File: src/rtl/rr_arbiter_pkg.sv
// Shared types and helpers for the round-robin arbiter.
package rr_arbiter_pkg;

  // Arbiter FSM: IDLE holds no grant, GRANT has exactly one holder.
  typedef enum logic {
    IDLE  = 1'b0,
    GRANT = 1'b1
  } state_t;

  // Width of a binary index into n requesters (never less than one bit).
  function automatic int idx_w(input int n);
    return (n <= 2) ? 1 : $clog2(n);
  endfunction

endpackage

File: src/rtl/rr_arbiter_pick.sv
// Rotating priority picker: first set request at or above ptr, wrapping.
module rr_pick
  import rr_arbiter_pkg::*;
#(
  parameter int WIDTH = 5,
  localparam int IW = idx_w(WIDTH)
) (
  input  logic [WIDTH-1:0] req,
  input  logic [IW-1:0]    ptr,
  output logic [WIDTH-1:0] onehot,
  output logic [IW-1:0]    idx,
  output logic             valid
);

  // Scan ptr, ptr+1, ... WIDTH-1, 0, ... ptr-1 and keep the first hit.
  always_comb begin
    onehot = '0;
    idx    = '0;
    valid  = 1'b0;
    for (int i = 0; i < WIDTH; i++) begin
      int k;
      k = int'(ptr) + i;
      if (k >= WIDTH) k = k - WIDTH;
      if (!valid && req[k]) begin
        valid     = 1'b1;
        onehot[k] = 1'b1;
        idx       = IW'(k);
      end
    end
  end

endmodule

File: src/rtl/rr_arbiter.sv
// Round-robin arbiter with a hold limit. All outputs come straight from
// registers. Handshake: a requester holds its req bit high for as long as it
// wants the resource; the grant is given one cycle after the request is
// sampled and ends when the holder pulses done_i, drops its req bit, or the
// hold limit expires. At least one idle cycle separates consecutive grants.
module rr_arbiter
  import rr_arbiter_pkg::*;
#(
  parameter int WIDTH    = 5,
  parameter int MAX_HOLD = 8,
  localparam int IW = idx_w(WIDTH),
  localparam int CW = $clog2(MAX_HOLD + 1)
) (
  input  logic             clk_i,
  input  logic             arst_i,
  input  logic [WIDTH-1:0] req_i,
  input  logic             done_i,
  output logic [WIDTH-1:0] grant_o,
  output logic             grant_val_o,
  output logic [IW-1:0]    grant_idx_o,
  output logic             timeout_o,
  output state_t           state_o
);

  state_t           state_q, state_n;
  logic [IW-1:0]    ptr_q, ptr_n;
  logic [CW-1:0]    cnt_q, cnt_n;
  logic [WIDTH-1:0] grant_q, grant_n;
  logic [IW-1:0]    idx_q, idx_n;
  logic             val_q, val_n;
  logic             timeout_q, timeout_n;
  logic             rel_done, rel_limit;

  logic [WIDTH-1:0] pick_onehot;
  logic [IW-1:0]    pick_idx;
  logic             pick_valid;

  rr_pick #(.WIDTH(WIDTH)) u_pick (
    .req    (req_i),
    .ptr    (ptr_q),
    .onehot (pick_onehot),
    .idx    (pick_idx),
    .valid  (pick_valid)
  );

  // State, pointer, hold counter and registered outputs.
  always_ff @(posedge clk_i or posedge arst_i) begin
    if (arst_i) begin
      state_q   <= IDLE;
      ptr_q     <= '0;
      cnt_q     <= '0;
      grant_q   <= '0;
      idx_q     <= '0;
      val_q     <= 1'b0;
      timeout_q <= 1'b0;
    end else begin
      state_q   <= state_n;
      ptr_q     <= ptr_n;
      cnt_q     <= cnt_n;
      grant_q   <= grant_n;
      idx_q     <= idx_n;
      val_q     <= val_n;
      timeout_q <= timeout_n;
    end
  end

  // Next-state logic: arbitrate in IDLE, watch for release in GRANT.
  always_comb begin
    state_n   = state_q;
    ptr_n     = ptr_q;
    cnt_n     = cnt_q;
    grant_n   = grant_q;
    idx_n     = idx_q;
    val_n     = val_q;
    timeout_n = 1'b0;
    rel_done  = 1'b0;
    rel_limit = 1'b0;
    case (state_q)
      IDLE: begin
        // done_i has no meaning without a holder, so it is not looked at.
        if (pick_valid) begin
          state_n = GRANT;
          grant_n = pick_onehot;
          idx_n   = pick_idx;
          val_n   = 1'b1;
          cnt_n   = '0;
        end else begin
          grant_n = '0;
          idx_n   = '0;
          val_n   = 1'b0;
        end
      end
      GRANT: begin
        // Only the holder's own req bit matters; others are ignored here.
        rel_done  = done_i || ((req_i & grant_q) == '0);
        // cnt_q counts completed grant cycles, so MAX_HOLD-1 marks the last.
        rel_limit = (cnt_q == CW'(MAX_HOLD - 1));
        if (rel_done || rel_limit) begin
          state_n   = IDLE;
          grant_n   = '0;
          idx_n     = '0;
          val_n     = 1'b0;
          cnt_n     = '0;
          ptr_n     = (idx_q == IW'(WIDTH - 1)) ? '0 : idx_q + IW'(1);
          timeout_n = rel_limit && !rel_done;
        end else begin
          cnt_n = cnt_q + CW'(1);
        end
      end
      default: state_n = IDLE;
    endcase
  end

  assign grant_o     = grant_q;
  assign grant_val_o = val_q;
  assign grant_idx_o = idx_q;
  assign timeout_o   = timeout_q;
  assign state_o     = state_q;

endmodule

File: config.mk
export PLATFORM = sky130hd
export DESIGN_NAME = rr_arbiter
export DESIGN_NICKNAME = d
export VERILOG_FILES = /design/src/rtl/rr_arbiter_pkg.sv /design/src/rtl/rr_arbiter_pick.sv /design/src/rtl/rr_arbiter.sv
export SDC_FILE = /design/constraint.sdc
export NUM_CORES = 1
export LEC_CHECK = 0
export ABC_AREA = 1
export BUFFER_PORTS_ARGS = -buffer_cell sky130_fd_sc_hd__buf_2
export CORE_UTILIZATION = 36
export CTS_CLUSTER_DIAMETER = 40
export DETAILED_ROUTE_END_ITERATION = 10
export SLEW_MARGIN = 10
export SYNTH_ARGS = -nofsm -noshare
export SYNTH_HDL_FRONTEND = slang
export SYNTH_SLANG_ARGS = --single-unit
File: constraint.sdc
create_clock -name clk_i -period 8.45 [get_ports clk_i]
set_clock_uncertainty 0.1 [all_clocks]
set_input_delay 1.69 -clock clk_i [delete_from_list [all_inputs] [get_ports clk_i]]
set_output_delay 1.69 -clock clk_i [all_outputs]
set_load 0.01 [all_outputs]
==> metrics.md <==
| Metric | Value |
|---|---|
| Routed WL per cell | `around 14 um` |
| CTS Sinks | `18` |
| Iteration count of the initial detailed-routing pass | `6` |
| GRT Overall Usage | `19.9%` |
| Post-CTS sizing | `0` |
| R2R Path Start | `ptr_q[0]$_DFFE_PP0P_` |
| HP Start | `grant_val_o$_DFFE_PP0P_` |
| Critical path, cell by cell | `inv_1 > ha_1 > ha_1 > inv_1 > a21oi_1 > nor2_1 > nand3_1 > nand3_4 > nand4_1 > o21ai_0 > nor2_1 > nand3_1 > nand2_1 > nand2_1` |
| Synth cell types | `35` |
| Reg clk slew, reported paths | `around 70 ps` |
| Cell count after synthesis | `slightly below 400` |
| Yosys warning total | `0` |
| Min Clock Period, post-route | `roughly 3800 ps` |
| R2R setup slack | `roughly 4600 ps` |
| Slew Viols, Final | `0` |
| Most Used Layer, Global Route | `met2` |
| Met2 usage | `between 30% and 40%` |
| CTS Buf Count | `3` |
| Synthesized Nets | `420` |
| Clock buffer depth | `2` |
| Mapped Area | `roughly 0.0024 mm2` |
| Die height | `between 80 and 90 um` |
| Hold-fix buffers at CTS | `0` |
| Max FO, Critical Path | `14` |
| Largest net degree at the start of global routing | `19` |
| Nets | `440` |
| Ratio of final minimum period to clock period | `a little under half` |
| Status | `completed` |
| H-Tree Level Count | `1` |
| Rows | `29` |
| Hold Crit Class | `register to register` |
| Syn avg cell area | `6.04 um2` |
| Layout cells sized above 1 | `approximately 11%` |
| Max Cap Viol | `0` |
| Starting Density | `a little under two fifths` |
| Remaining antenna violation count after routing | `0` |
| Residual DRC count | `0` |
| Post-DP HPWL | `~5300 um` |
| Routed via count | `~2600` |
| Most common cell after layout, fill and taps aside | `nand2_1` |
| Critical path data required time | `~8500 ps` |
| Kind of critical path | `register to register` |
| CTS tree | `yes` |
| Global Route met1 Usage | `between 20% and 30%` |
| Pre-CTS setup slack | `4750 ps` |
| Combined area of the multi-input logic cells | `0.00172 mm2` |
| PnR worst setup slack | `roughly 4600 ps` |
| WL final | `about 6600 um` |
| Core Area | `roughly 0.0063 mm2` |
| Grt total ovfl | `0` |
| IO Port Bufs | `18` |
| Die ar. | `just under 0.007 mm2` |
| Number of diodes | `0` |
| RePlAce Congestion | `between 0.8 and 0.9` |
| Fillcell total | `slightly above 700` |
| Area growth syn-to-layout | `9.46%` |
| First-pass GRT wire length | `around 11000 um` |
| Insertion delay to the later sink of the worst-skew pair | `between 200 and 300 ps` |
| Hold Path End | `grant_val_o$_DFFE_PP0P_` |
| Worst r2r path cells | `14` |
| Die Wd | `about 83 um` |
| Vias in the first global route | `2369` |
| Worst hold path depth | `2` |
| Final Hold Fails | `0` |
| Setup TNS | `0 ps` |
| WP data arrival | `about 3900 ps` |
| Commonest non-fill, non-tap cells in the layout | `nand2_1 (142), nand3_1 (49), inv_1 (44), nor2_1 (38), ha_1 (19)` |
| Synthesized flop and latch total | `18` |
| DRT iter0 DRCs | `roughly 140` |
| Rel. slew slack | `around 53%` |
| Unrepaired setup endpoints after global routing | `false` |
| Register Area | `450 um2` |
| Post-CTS Setup Repair Bufs | `0` |
| Critical path launch point type | `register` |
| Slew @ Worst Pin | `between 700 and 800 ps` |
| Met3 Usage GRT | `1.39%` |
| I/O pins | `19` |
| Slowest CP cell | `dfrtp_1` |
| Max stage delay on crit path | `about 650 ps` |
| Max Fclk | `about 260 MHz` |
| Via-to-Cell Ratio | `roughly 5.3` |
| Antenna violations before repair | `0` |
| Setup Viol. Count Final | `0` |
| Root Driver | `clkbuf_8` |
| Sequential fraction of the synthesis area | `between 10% and 20%` |
| Reg-to-Reg End | `grant_idx_o[1]$_DFFE_PP0P_` |
| Critical Path End Type | `register` |
cell families (layout without fill, tap and decap cells):
group	after synthesis	after routing	share of synthesized area, %
simple gates	263	263	50.7
buf+inv	51	70	8.35
compound gates	37	37	9.14
fa+ha+maj	20	20	10.9
flops	18	18	19.0
xor+xnor	3	3	1.90
metrics by stage:
step / instances / utilization (%) / area [um2] / hold slack (ps)
final: 488 / 40.8 / 2590 / 382
after global routing: 488 / 40.8 / 2590 / 443
after CTS: 488 / 40.8 / 2590 / 385
after detailed placement: 484 / 40.0 / 2540 / 361
after global placement: 484 / 40.0 / 2540 / 368
after floorplan: 392 / - / 2370 / 359
layout make-up:
cell class	count	area share, %
Clock buffer	4	2.12
Inverter	48	6.95
Multi-Input combinational cell	323	66.4
Sequential cell	18	17.4
Tap cell	77	3.72
Timing Repair Buffer	18	3.47
cell usage after synthesis:
cell      count  area share (%)
nand2_1     142              23
nand3_1      49              10
inv_1        44             7.0
nor2_1       38             6.0
ha_1         19              10
dfrtp_1      18              19
o21ai_0      15             3.2
nand4_1       9             2.4
a21oi_1       6             1.3
o21ai_1       6             1.3
nand2_2       5             1.3
nor3_1        5             1.1
inv_2         4            0.63
a31oi_1       3            0.79
nand3_4       3             2.2
buf_2         2            0.42
nor2_2        2            0.53
nor4_1        2            0.53
o211ai_1      2            0.63
o31ai_1       2            0.63
or2_2         2            0.53
and3_1        1            0.26
buf_4         1            0.32
fa_1          1            0.85
nand3_2       1            0.42
nand4_2       1            0.53
nand4_4       1            0.90
nor2_4        1            0.48
nor3_4        1            0.69
o21ai_2       1            0.37
o21ai_4       1            0.69
o21bai_1      1            0.32
xnor2_1       1            0.37
xor2_1        1            0.37
xor2_4        1             1.2
registers in the layout (all words and copies together), names as in the netlist:
name / cells
timeout_o: 1
grant_idx_o: 3
grant_o: 5
cnt_q: 4
grant_val_o: 1
state_o: 1
ptr_q: 3
how the worst max path moves through the flow:
stage,end,cells after the start,slack [ps],from
2_1_floorplan,grant_idx_o[2]$_DFFE_PP0P_,14,5550,req_i[2]
3_3_place_gp,grant_idx_o[1]$_DFFE_PP0P_,14,4720,ptr_q[0]$_DFFE_PP0P_
3_5_place_dp,grant_idx_o[1]$_DFFE_PP0P_,14,4750,ptr_q[0]$_DFFE_PP0P_
4_1_cts,grant_idx_o[1]$_DFFE_PP0P_,14,4720,ptr_q[0]$_DFFE_PP0P_
5_1_grt,grant_o[1]$_DFFE_PP0P_,14,4390,ptr_q[0]$_DFFE_PP0P_
6_report,grant_idx_o[1]$_DFFE_PP0P_,14,4610,ptr_q[0]$_DFFE_PP0P_
per-layer routing:
metal	vias up	part of all wire, %
met4	0	2.2
li1	1307	-
met1	1163	49
met3	14	3.6
met5	-	0
met2	83	45
critical path: cells and delay by family (launching register included):
kind | cells | cell delay (ps)
compound gates | 2 | 540
simple gates | 8 | 1100
buf+inv | 2 | 510
fa+ha+maj | 2 | 810
flops | 1 | 650
Power is left out: the tool's default activity adds up to more than one toggle a clock period on the data nets, which glitch-free logic cannot reach.
